`config.mk`:
```
export PLATFORM = sky130hd
export DESIGN_NAME = seq_signed_mult
export DESIGN_NICKNAME = d
export VERILOG_FILES = /design/src/rtl/seq_signed_mult.sv
export SDC_FILE = /design/constraint.sdc
export NUM_CORES = 1
export LEC_CHECK = 0
export ABC_CLOCK_PERIOD_IN_PS = 10900
export CAP_MARGIN = 15
export CORE_ASPECT_RATIO = 1.4
export CORE_UTILIZATION = 50
export CTS_CLUSTER_SIZE = 24
export DETAILED_ROUTE_END_ITERATION = 10
export PLACE_DENSITY = 0.73
export SLEW_MARGIN = 20
export SYNTH_ARGS = -nofsm -noshare
export SYNTH_HDL_FRONTEND = slang
export SYNTH_SLANG_ARGS = --single-unit
```
`constraint.sdc`:
```
create_clock -name clk_i -period 10.9 [get_ports clk_i]
set_clock_uncertainty 0.15 [all_clocks]
set_input_delay 3.27 -clock clk_i [delete_from_list [all_inputs] [get_ports clk_i]]
set_output_delay 3.27 -clock clk_i [all_outputs]
set_load 0.01 [all_outputs]
```
`src/rtl/seq_signed_mult.sv`:
```
// Sequential shift-add multiplier over operand magnitudes, signed or unsigned.
// Reports the two's complement product plus sign/magnitude and the iteration count.
module seq_signed_mult #(
  parameter int unsigned WIDTH      = 8,
  parameter bit          EARLY_TERM = 1'b1,
  parameter int unsigned CW         = $clog2(WIDTH + 1)
) (
  input  logic               clk_i,
  input  logic               reset_i,
  input  logic               start_i,
  input  logic               signed_mode_i,
  input  logic [WIDTH-1:0]   multiplicand_i,
  input  logic [WIDTH-1:0]   multiplier_i,
  output logic               busy_o,
  output logic               done_o,
  output logic [2*WIDTH-1:0] product_o,
  output logic [2*WIDTH-1:0] magnitude_o,
  output logic               sign_o,
  output logic [CW-1:0]      cycles_o
);

  localparam int unsigned PW = 2 * WIDTH;

  typedef enum logic [1:0] {StIdle, StRun, StDone} state_e;

  state_e            state_q, state_d;
  logic [PW-1:0]     mcand_q, mcand_d;
  logic [WIDTH-1:0]  mplier_q, mplier_d;
  logic [PW-1:0]     acc_q, acc_d;
  logic [CW-1:0]     cnt_q, cnt_d;
  logic              sign_pend_q, sign_pend_d;
  logic [PW-1:0]     product_q, product_d;
  logic [PW-1:0]     magnitude_q, magnitude_d;
  logic              sign_q, sign_d;
  logic [CW-1:0]     cycles_q, cycles_d;

  logic [WIDTH-1:0]  mag_a, mag_b;
  logic [PW-1:0]     acc_nx;
  logic [WIDTH-1:0]  mplier_nx;
  logic [CW-1:0]     cnt_nx;
  logic              last_iter;
  logic              neg;

  // Operand magnitudes; -2^(WIDTH-1) maps to 2^(WIDTH-1), which still fits unsigned.
  always_comb begin
    mag_a = (signed_mode_i && multiplicand_i[WIDTH-1]) ? (~multiplicand_i + WIDTH'(1))
                                                       : multiplicand_i;
    mag_b = (signed_mode_i && multiplier_i[WIDTH-1]) ? (~multiplier_i + WIDTH'(1))
                                                     : multiplier_i;
  end

  always_comb begin
    acc_nx    = mplier_q[0] ? (acc_q + mcand_q) : acc_q;
    mplier_nx = mplier_q >> 1;
    cnt_nx    = cnt_q + CW'(1);
    last_iter = (cnt_nx == CW'(WIDTH)) || (EARLY_TERM && (mplier_nx == '0));
    neg       = sign_pend_q && (acc_nx != '0);
  end

  always_comb begin
    state_d     = state_q;
    mcand_d     = mcand_q;
    mplier_d    = mplier_q;
    acc_d       = acc_q;
    cnt_d       = cnt_q;
    sign_pend_d = sign_pend_q;
    product_d   = product_q;
    magnitude_d = magnitude_q;
    sign_d      = sign_q;
    cycles_d    = cycles_q;
    unique case (state_q)
      StIdle: begin
        if (start_i) begin
          mcand_d     = {{WIDTH{1'b0}}, mag_a};
          mplier_d    = mag_b;
          acc_d       = '0;
          cnt_d       = '0;
          sign_pend_d = signed_mode_i && (multiplicand_i[WIDTH-1] ^ multiplier_i[WIDTH-1]);
          state_d     = StRun;
        end
      end
      StRun: begin
        acc_d    = acc_nx;
        mcand_d  = mcand_q << 1;
        mplier_d = mplier_nx;
        cnt_d    = cnt_nx;
        if (last_iter) begin
          // Results are published on entry to DONE and held until the next one.
          state_d     = StDone;
          magnitude_d = acc_nx;
          sign_d      = neg;
          product_d   = neg ? (~acc_nx + PW'(1)) : acc_nx;
          cycles_d    = cnt_nx;
        end
      end
      StDone: begin
        state_d = StIdle;
      end
      default: begin
        state_d = StIdle;
      end
    endcase
  end

  always_ff @(posedge clk_i) begin
    if (reset_i) begin
      state_q     <= StIdle;
      mcand_q     <= '0;
      mplier_q    <= '0;
      acc_q       <= '0;
      cnt_q       <= '0;
      sign_pend_q <= 1'b0;
      product_q   <= '0;
      magnitude_q <= '0;
      sign_q      <= 1'b0;
      cycles_q    <= '0;
    end else begin
      state_q     <= state_d;
      mcand_q     <= mcand_d;
      mplier_q    <= mplier_d;
      acc_q       <= acc_d;
      cnt_q       <= cnt_d;
      sign_pend_q <= sign_pend_d;
      product_q   <= product_d;
      magnitude_q <= magnitude_d;
      sign_q      <= sign_d;
      cycles_q    <= cycles_d;
    end
  end

  assign busy_o      = (state_q == StRun);
  assign done_o      = (state_q == StDone);
  assign product_o   = product_q;
  assign magnitude_o = magnitude_q;
  assign sign_o      = sign_q;
  assign cycles_o    = cycles_q;

endmodule

```
* After elaboration in Yosys (flattened, before gate mapping)
Cells that the tools add are included.
** Operators by class
- Divide/modulo/power cells :: 0
- Order comparisons :: 0
- Reduce and logical (&&, ||, !) cells :: 13
- Shift operators :: 0
- Multipliers :: 0
- Add/sub/neg operators :: 5
- Eq/ne operators :: 5
- Bitwise operators :: 4
- Multiplexer cells :: 15
** Operator list (count)
- 16-bit two-way mux :: 4
- 16-bit case mux with 2 select lines :: 2
- 8-bit two-way mux :: 3
- 16-bit by 1-bit adder with 16-bit output, second input constant :: 1
- 16-bit adder :: 1
- 8-bit by 1-bit adder with 8-bit output, second input constant :: 2
- 16-bit NOT :: 1
- 8-bit NOT :: 2
- 8-bit case mux with 2 select lines :: 1
- 16-bit nonzero test :: 1
- 8-bit logical NOT :: 1
- 4-bit case mux with 2 select lines :: 1
- 2-bit AND reduction :: 4
- 4-bit by 1-bit adder with 4-bit output, second input constant :: 1
- 4-bit equality test, second input constant :: 1
- 1-bit logical AND :: 4
- 2-bit two-way mux :: 2
- 4-bit two-way mux :: 1
- 2-bit case mux with 2 select lines :: 1
- 2-bit by 1-bit equality test with 1-bit output, second input constant :: 1
- 2-bit equality test, second input constant :: 1
- 2-bit logical NOT :: 1
- 2-bit by 1-bit inequality test with 1-bit output, second input constant :: 1
- 2-bit inequality test, second input constant :: 1
- other kinds (3) :: 3
** Storage, ports and cells
- Memories kept :: 0
- Output and inout bits :: 39
- Memory bits (read-only) :: 0
- Word-level logic and storage cells :: 52
- Memory bits (writable) :: 0
- Bits in registers :: 84
- Latch bits :: 0

* Logic depth before layout (Yosys ltp)
Gate-level depths: netlist of the first run.
- Depth after elaboration :: 5
- Mapped depth :: 13
- Mapped depth without buffers :: 11

* Least setup slack after synthesis of the first run
OpenSTA, ideal clock, no wires.
- Kind :: register -> output
- Start :: register state_q[1]
- End :: output busy_o
- Path buffers :: 3
- Slack :: 6.221 ns
- Arrival time :: 1.259 ns
- Stages on the path, launching flop included :: 6
- Cell sequence :: dfxtp_1 nand2b_1 clkbuf_1 inv_1 clkbuf_1 buf_1
** On the way
- Word-level cells in the longest chain between the ends :: 1
** RTL lines
- start: declaration :: line 26 : state_e state_q, state_d;
- start signal: assignment :: line 107 : state_q <= StIdle;
- start signal: assignment :: line 118 : state_q <= state_d;
- 2-bit by 1-bit equality test with 1-bit output :: line 131 : assign busy_o = (state_q == StRun);
- end: declaration :: line 14 : output logic busy_o,
Every way passes these cells.

==> results.yml, run 1 <==
status:
  status: "finished, violations left"
  failed_checks: "DRC"
setup_path:
  arrival_ns: 5.18
  rr_worst_depth: 11
  r2r_slack_ns: 6.76
  path_max_fanout: 78
  rr_endpoint: "product_o[3]$_SDFFE_PP0P_"
  crit_path_start: "reset_i"
  cp-start-kind: "input port"
  worstPathRequired_ns: 10.94
  critical_path_class: "in2reg"
  endpoint: "product_o[9]$_SDFFE_PP0P_"
  r2r_start: "mcand_q[0]$_SDFFE_PP0P_"
  crit_path_end_kind: "flip-flop"
hold_path:
  hp-start: "magnitude_o[2]$_SDFFE_PP0P_"
  hp-class: "reg2reg"
finish:
  final_nets: 696
  final_core_util_pct: 62.15
  regArea_um2: 1662
  n_antenna_cell: 0
  syn2layout_area_growth_pct: 19.34
  multi_input_area_um2: 2869
  nFillCells: 831
  drive_above_1_share_pct: 4.848
  layout.cells.non_filler: 767
logic_synthesis:
  synthDistinctLibCells: 59
  ys_warn_count: 0
  synth-seq-cells: 83
  yosysTopAreaCell: "dfxtp_1"
  synth_flop_cell: "dfxtp_1"
  synth_top_area_share_pct: 34.94
  synth-edff-count: 0
  synthCells: 618
  synthTopCellsByArea: "dfxtp_1, a21oi_1, nor2_1, ha_1, nand2_1"
  synth_fp_nets: 659
  synth_area_um2: 4756
  syn_avg_cell_area_um2: 7.695
  synth_async_sr_flop_share_pct: 0
  seq_area_frac_synth_pct: 34.94
sta:
  hold_viol_final: 0
  slew_headroom_pct: 33.69
  tns_ns: 0
  slew_violations: 0
  fmax_mhz: 194.8
  tightest_slew_ns: 0.9923
  setup_viol: 0
  min_period_ns: 5.134
  whs_ns: 0.3048
  rsz0062_at_grt: "no"
  fin_crit_sh_pct: 47.10
power_and_ir_drop:
  clockPowerShare_pct: 38.4
  leakagePower_nw: 2.116
  p_sw_uw: 227.6
  power.total_uw: 793.1
  p_per_area_nw_per_um2: 139.7
  p_int_uw: 565.5
  swShare_pct: 28.69
  max-vdd-ir-drop_v: 0.00009986
  p_seq_share_pct: 42.0
  combinationalPowerShare_pct: 19.6
clocking:
  cts.clk_slew.worst_paths_ns: 0.06
  cts_buffer_depth: 2
  hold_buffers: 0
  ctsResizeCount: 0
  cts_tree: "built"
  h-tree-depth: 3
  clk_latency_ns: 0.34
  cts_sinks: 83
  postCtsSetupRepairBufs: 0
  clockRootBuffer: "clkbuf_16"
  cts_made_buffers: 9
routing:
  first_pass_iters: 8
  routed_via_density: 6.126
  wl_per_cell_um: 15.81
  drt.antenna.violating_nets: 0
  route.detailed.drc: 4
  vias: 4699
  wl_mm: 12.12
  drtIter0Drc: 313
floorplanning:
  initial_core_util_pct: 52.08
  ios: 59
  die_h_um: 117.4
  die-area_um2: 9911
  rows: 41
  die_w_um: 84.43
  core_um2: 9131
global_route:
  antenna_found_initial: 0
  grt_use_total_pct: 24.80
  overflow: 0
  grt_max_degree: 79
  grt_pass1_wl_mm: 19.95
  grt_pass1_vias: 4237
placed_design:
  port_buffers: 58
  dp_cells: 751
  dpl.hpwl_mm: 8.768
  routabilityCongestion: 0.9433
job:
  drv_cap: 0
==> sequential cells by signal (all words and copies together), names as in the netlist <==
register / cells
acc_q: 16
mplier_q: 8
cycles_o: 4
sign_pend_q: 1
cnt_q: 4
sign_o: 1
mcand_q: 16
product_o: 16
state_q: 2
magnitude_o: 15
==> power by group through the flow <==
stage,clock network (mW),registers [mW],logic [mW]
global placement,0,0.339,0.151
CTS,0.309,0.333,0.155
detailed placement,0,0.339,0.154
global route,0.320,0.335,0.173
finish,0.305,0.333,0.156
floorplan,0,0.341,0.0999
==> cell usage in the layout (no fill, tap or decap), types with 8 or more instances in the layout <==
cell type	count
clkbuf_16	9
a22oi_1	13
nand3_1	33
or3_1	8
xor2_1	9
a211oi_1	19
nand2_1	64
dfxtp_1	83
clkdlybuf4s50_1	57
nor2_1	78
xnor2_1	11
a31oi_1	16
nor3_1	24
a21oi_1	65
inv_1	19
ha_1	20
o21ai_0	13
buf_4	8
==> Yosys cell counts, types with 3 or more instances <==
library cell and instances:
nand2_1 64, a21oi_1 65, a31oi_1 17, buf_1 5, or3_1 8, buf_2 5, a22oi_1 13, inv_1 19
nand4_1 6, xnor2_1 11, clkbuf_1 29, nand2b_1 7, nand3_1 33, o21ai_0 13, a21o_1 7, a221oi_1 5
o311ai_1 4, o22ai_1 6, mux2i_1 4, nor3_1 24, o21a_1 4, and3_1 3, mux2_2 3, nor2_1 78
xor2_1 9, ha_1 20, and2_1 4, nand3b_1 4, o211ai_1 3, nor4_1 5, a211oi_1 19, dfxtp_1 83
nor2b_1 5, nand4b_1 3
==> worst max-delay path, stage by stage <==
cell      delay (ns)
buf_2           0.08
buf_4           0.58
inv_1           0.44
nand2_1         0.37
inv_1           0.16
nand4b_1        0.13
o311ai_1        0.12
==> final cells by class <==
class	instances	area share [%]
Clock buffer	10	4.211
Clock inverter	6	1.146
Tap cell	107	2.359
Multi-Input combinational cell	476	50.55
Inverter	19	1.257
Sequential cell	83	29.28
Timing Repair Buffer	66	11.20
==> through the flow <==
step	setup WS (ns)	instance area, um2
finish	5.766	5675
global route	5.569	5675
floorplan	6.221	4756
global placement	5.530	5365
detailed placement	5.394	5365
CTS	5.742	5669
==> logic make-up (layout without fill, tap and decap cells) <==
group | after synthesis | in the layout | synth area share [%]
adders and majority gates | 21 | 21 | 5.683
and+or+nand+nor | 254 | 254 | 25.60
AOI/OAI and AO/OA | 174 | 174 | 23.68
muxes | 7 | 7 | 1.552
buffers and inverters | 59 | 101 | 4.867
DFF | 83 | 83 | 34.94
xor gates and xnor gates | 20 | 20 | 3.683
==> routing by layer <==
layer	vias to the layer above	track usage, %	wire length (um)
met5	-	0	0
met2	131	42.42	5920
met1	2216	30.44	5389
met3	30	3.659	410
li1	2322	-	-
met4	0	11.55	403
==> worst min-delay path by stage <==
stage | to | slack [ns] | cells after the start
finish | magnitude_o[2]$_SDFFE_PP0P_ | 0.30 | 2
global route | magnitude_o[2]$_SDFFE_PP0P_ | 0.32 | 2
CTS | magnitude_o[2]$_SDFFE_PP0P_ | 0.31 | 2
detailed placement | magnitude_o[2]$_SDFFE_PP0P_ | 0.30 | 2
global placement | product_o[4]$_SDFFE_PP0P_ | 0.29 | 2
floorplan | mplier_q[2]$_SDFFE_PP0P_ | 0.29 | 2
No activity file was read; power rests on OpenSTA's default activity.
==> inputs of run 2 (changes only) <==
--- a/config.mk
+++ b/config.mk
@@ -5,7 +5,7 @@
 export SDC_FILE = /design/constraint.sdc
 export NUM_CORES = 1
 export LEC_CHECK = 0
-export ABC_CLOCK_PERIOD_IN_PS = 10900
+export ABC_CLOCK_PERIOD_IN_PS = 4900
 export CAP_MARGIN = 15
 export CORE_ASPECT_RATIO = 1.4
 export CORE_UTILIZATION = 50
==> constraint.sdc (replaced) <==
create_clock -name clk_i -period 4.9 [get_ports clk_i]
set_clock_uncertainty 0.15 [all_clocks]
set_input_delay 1.47 -clock clk_i [delete_from_list [all_inputs] [get_ports clk_i]]
set_output_delay 1.47 -clock clk_i [all_outputs]
set_load 0.01 [all_outputs]
==> results.yml, run 2 (synthesis results as in run 1) <==
clocking:
  cts_sinks: 83
  cts_buffer_depth: 2
  ctsResizeCount: 0
  postCtsSetupRepairBufs: 0
  clockRootBuffer: "clkbuf_16"
  hold_buffers: 0
  clk_latency_ns: 0.34
  cts.clk_slew.worst_paths_ns: 0.06
  h-tree-depth: 3
  cts_tree: "built"
  cts_made_buffers: 9
floorplanning:
  rows: 41
  die-area_um2: 9911
  ios: 59
  initial_core_util_pct: 52.08
  die_h_um: 117.4
  core_um2: 9131
  die_w_um: 84.43
finish:
  nFillCells: 846
  layout.cells.non_filler: 769
  drive_above_1_share_pct: 4.834
  final_cell_mix: "dfxtp_1, nor2_1, a21oi_1"
  n_antenna_cell: 0
  mostFrequentLayoutCell: "dfxtp_1"
  final_nets: 699
  final_core_util_pct: 62.63
  syn2layout_area_growth_pct: 20.26
placed_design:
  dp_cells: 754
  dpl.hpwl_mm: 8.339
  dp_slack_ns: 0.7817
  routabilityCongestion: 0.8864
  port_buffers: 58
power_and_ir_drop:
  max-vdd-ir-drop_v: 0.0002331
  leakagePower_nw: 2.139
  p_per_area_nw_per_um2: 323.4
sta:
  slew_headroom_pct: 26.69
  tns_ns: 0
  rsz0062_at_grt: "no"
  whs_ns: 0.3014
  min_period_ns: 4.170
  setup_slack_ns: 0.7296
  setup_viol: 0
  tightest_slew_ns: 1.094
  hold_viol_final: 0
  fin_crit_sh_pct: 85.11
  slew_violations: 0
  fmax_mhz: 239.8
setup_path:
  critical_path.most_common_cell: "ha_1"
  critical-path-top-delay-family: "simple AND/OR/NAND/NOR gates"
  arrival_ns: 4.30
  slowest_stage: "or4b_1"
  slowest_delay_ns: 0.62
  worstPathRequired_ns: 5.03
  worstPathCellList: "ha_1, fa_1, mux2i_1, ha_1, inv_1, or3_1, or4_4, nor4_4, a31oi_1, or4b_1, nand3_1"
  critical_path_class: "reg2reg"
  crit_path_end_kind: "flip-flop"
  cp-start-kind: "flip-flop"
  cp.buffers_inverters: 1
  path_max_fanout: 14
routing:
  drtIter0Drc: 229
  vias: 4595
  wl_mm: 11.79
  drt.antenna.violating_nets: 0
  wl_per_cell_um: 15.33
  route.detailed.drc: 4
  routed_via_density: 5.975
  first_pass_iters: 10
global_route:
  overflow: 0
  antenna_found_initial: 0
  grt_pass1_vias: 4208
  grt_pass1_wl_mm: 19.74
  grt_use_total_pct: 24.54
  grt_max_degree: 78
status:
  failed_checks: "DRC"
  status: "finished, violations left"
hold_path:
  hp-class: "reg2reg"
job:
  drv_cap: 0
run 2: path summary, 6_finish.rpt:
kind                                    start                           to  slack, ns  depth (start not counted)
hold / removal    magnitude_o[8]$_SDFFE_PP0P_  magnitude_o[8]$_SDFFE_PP0P_       0.30                          2
setup / recovery      mcand_q[0]$_SDFFE_PP0P_    product_o[3]$_SDFFE_PP0P_       0.73                         11
setup reg to reg      mcand_q[0]$_SDFFE_PP0P_    product_o[3]$_SDFFE_PP0P_       0.73                         11
hold reg to reg   magnitude_o[8]$_SDFFE_PP0P_  magnitude_o[8]$_SDFFE_PP0P_       0.30                          2
run 2: per-stage QoR:
stage                     power (mW)  cell area [um2]
after floorplan               0.9799             4756
final                          1.849             5719
after CTS                      1.863             5719
after detailed placement       1.104             5388
after global placement         1.098             5388
after global routing           1.928             5719
run 2: layer usage:
layer,vias up,part of all wire (%),GRT usage (%)
met5,-,0,0
met4,0,2.7,10.70
met3,20,6.0,4.222
met2,168,48,40.11
met1,2081,44,31.67
li1,2326,-,-
run 2: layout make-up:
class | instances | area [um2] | area share [%]
Clock inverter | 5 | 102.6 | 1.794
Clock buffer | 10 | 229.0 | 4.004
Timing Repair Buffer | 69 | 658.1 | 11.51
Tap cell | 107 | 133.9 | 2.341
Inverter | 19 | 71.32 | 1.247
Multi-Input combinational cell | 476 | 2863 | 50.05
Sequential cell | 83 | 1662 | 29.05
run 2: worst min-delay path, stage by stage, from the launching register on:
cell and delay (ns):
dfxtp_1 0.30, nand2_1 0.05, a21oi_1 0.05
run 2: where the power goes:
group / switching [mW] / total (mW) / internal (mW)
Combinational: 0.213 / 0.352 / 0.139
Clock: 0.263 / 0.757 / 0.494
Sequential: 0.0271 / 0.740 / 0.713
Total: 0.503 / 1.85 / 1.35
==> inputs of run 3 (changes only) <==
--- a/config.mk
+++ b/config.mk
@@ -12,6 +12,8 @@
 export CTS_CLUSTER_SIZE = 24
 export DETAILED_ROUTE_END_ITERATION = 10
 export PLACE_DENSITY = 0.73
+export REMOVE_ABC_BUFFERS = 1
+export SETUP_SLACK_MARGIN = 0.4
 export SLEW_MARGIN = 20
 export SYNTH_ARGS = -nofsm -noshare
 export SYNTH_HDL_FRONTEND = slang
==> results.yml, run 3 (synthesis results as in run 1) <==
status:
  failed_checks: "DRC"
  status: "finished, violations left"
finish:
  syn2layout_area_growth_pct: 20.05
  nFillCells: 845
  final_cell_mix: "dfxtp_1, nor2_1, a21oi_1"
  drive_above_1_share_pct: 5.414
  regArea_um2: 1662
  multi_input_area_um2: 2863
  final_nets: 702
  mostFrequentLayoutCell: "dfxtp_1"
  layout.cells.non_filler: 772
  n_antenna_cell: 0
clocking:
  h-tree-depth: 3
  hold_buffers: 0
  cts_made_buffers: 9
  cts_buffer_depth: 2
  postCtsSetupRepairBufs: 0
  cts_sinks: 83
  clk_latency_ns: 0.34
  cts.clk_slew.worst_paths_ns: 0.06
  cts_tree: "built"
  clockRootBuffer: "clkbuf_16"
  ctsResizeCount: 0
sta:
  setup_slack_ns: 0.9986
  fmax_mhz: 256.3
  slew_headroom_pct: 43.17
  tightest_slew_ns: 0.8504
  whs_ns: 0.3059
  tns_ns: 0
  rsz0062_at_grt: "no"
  fin_crit_sh_pct: 79.62
  hold_viol_final: 0
  min_period_ns: 3.901
  slew_violations: 0
  setup_viol: 0
power_and_ir_drop:
  p_per_area_nw_per_um2: 313.1
  power.total_mw: 1.788
  leakagePower_nw: 2.141
  max-vdd-ir-drop_v: 0.0002252
global_route:
  overflow: 0
  grt_pass1_vias: 4448
  antenna_found_initial: 0
  grt_max_degree: 78
  grt_pass1_wl_mm: 21.31
  grt_use_total_pct: 26.88
setup_path:
  worstPathRequired_ns: 5.03
  r2r_start: "mcand_q[0]$_SDFFE_PP0P_"
  arrival_ns: 4.03
  cp-start-kind: "flip-flop"
  crit_path_end_kind: "flip-flop"
  crit_path_start: "mcand_q[0]$_SDFFE_PP0P_"
  critical_path_class: "reg2reg"
  path_max_fanout: 14
routing:
  vias: 4706
  wl_per_cell_um: 16.49
  routed.top_layer: "met4"
  dr_wl_met2_mm: 6.429
  drt.antenna.violating_nets: 0
  first_pass_iters: 8
  drtIter0Drc: 324
  wl_met3_um: 555
  route.detailed.drc: 7
  routed_via_density: 6.096
  wl_met1_mm: 5.059
  wl_mm: 12.73
floorplanning:
  die_h_um: 117.4
  rows: 41
  core_um2: 9131
  ios: 59
  initial_core_util_pct: 52.08
  die_w_um: 84.43
  die-area_um2: 9911
placed_design:
  dpl.hpwl_mm: 8.965
  dp_cells: 757
  routabilityCongestion: 0.8790
  port_buffers: 58
  dp_slack_ns: 1.013
hold_path:
  hp-start: "magnitude_o[2]$_SDFFE_PP0P_"
  hp-class: "reg2reg"
job:
  drv_cap: 0
run 3: cell count changes in the layout (fill, tap and decap cells not counted), sizes merged:
cell / delta
buf: +3
bufinv: -2
inv: +2
run 3: layer usage:
layer  vias to the layer above  global-route usage (%)
li1                       2342                       -
met1                      2184                   30.43
met2                       136                   46.82
met3                        44                   3.800
met4                         0                   17.16
met5                         -                       0
run 3: through the flow:
| step | util, % | cell area (um2) |
|---|---|---|
| after global routing | 62.52 | 5709 |
| after detailed placement | 59.25 | 5410 |
| after CTS | 62.52 | 5709 |
| after floorplan | - | 4596 |
| final | 62.52 | 5709 |
| after global placement | 59.25 | 5410 |
run 3: area by class of cell:
cell class                      instances  share of cell area, %
Clock buffer                           10                  4.186
Clock inverter                          5                  1.052
Inverter                               19                  1.249
Timing Repair Buffer                   72                  11.92
Sequential cell                        83                  29.10
Multi-Input combinational cell        476                  50.14
Tap cell                              107                  2.345
run 3: worst paths after layout:
kind | depth (start not counted) | end | slack (ns)
setup / recovery | 12 | product_o[3]$_SDFFE_PP0P_ | 1.0
hold / removal | 2 | magnitude_o[2]$_SDFFE_PP0P_ | 0.31
setup reg to reg | 12 | product_o[3]$_SDFFE_PP0P_ | 1.0
hold reg to reg | 2 | magnitude_o[2]$_SDFFE_PP0P_ | 0.31
run 3: report_power, final:
part	total, mW	internal [mW]	switching, mW	leakage, nW
combinational	0.356	0.140	0.216	1.32
sequential	0.742	0.713	0.0292	0.674
clock	0.690	0.408	0.281	0.145
total	1.79	1.26	0.526	2.14
run 3: worst max-delay path, stage by stage, from the launching register on:
cell and delay (ns):
dfxtp_1 0.33, ha_1 0.24, fa_1 0.43, mux2i_1 0.34, ha_1 0.23, inv_1 0.04
or3_1 0.42, or4_4 0.52, nor4_4 0.23, a31oi_1 0.12, buf_4 0.20, or4b_1 0.51
nand3_1 0.09
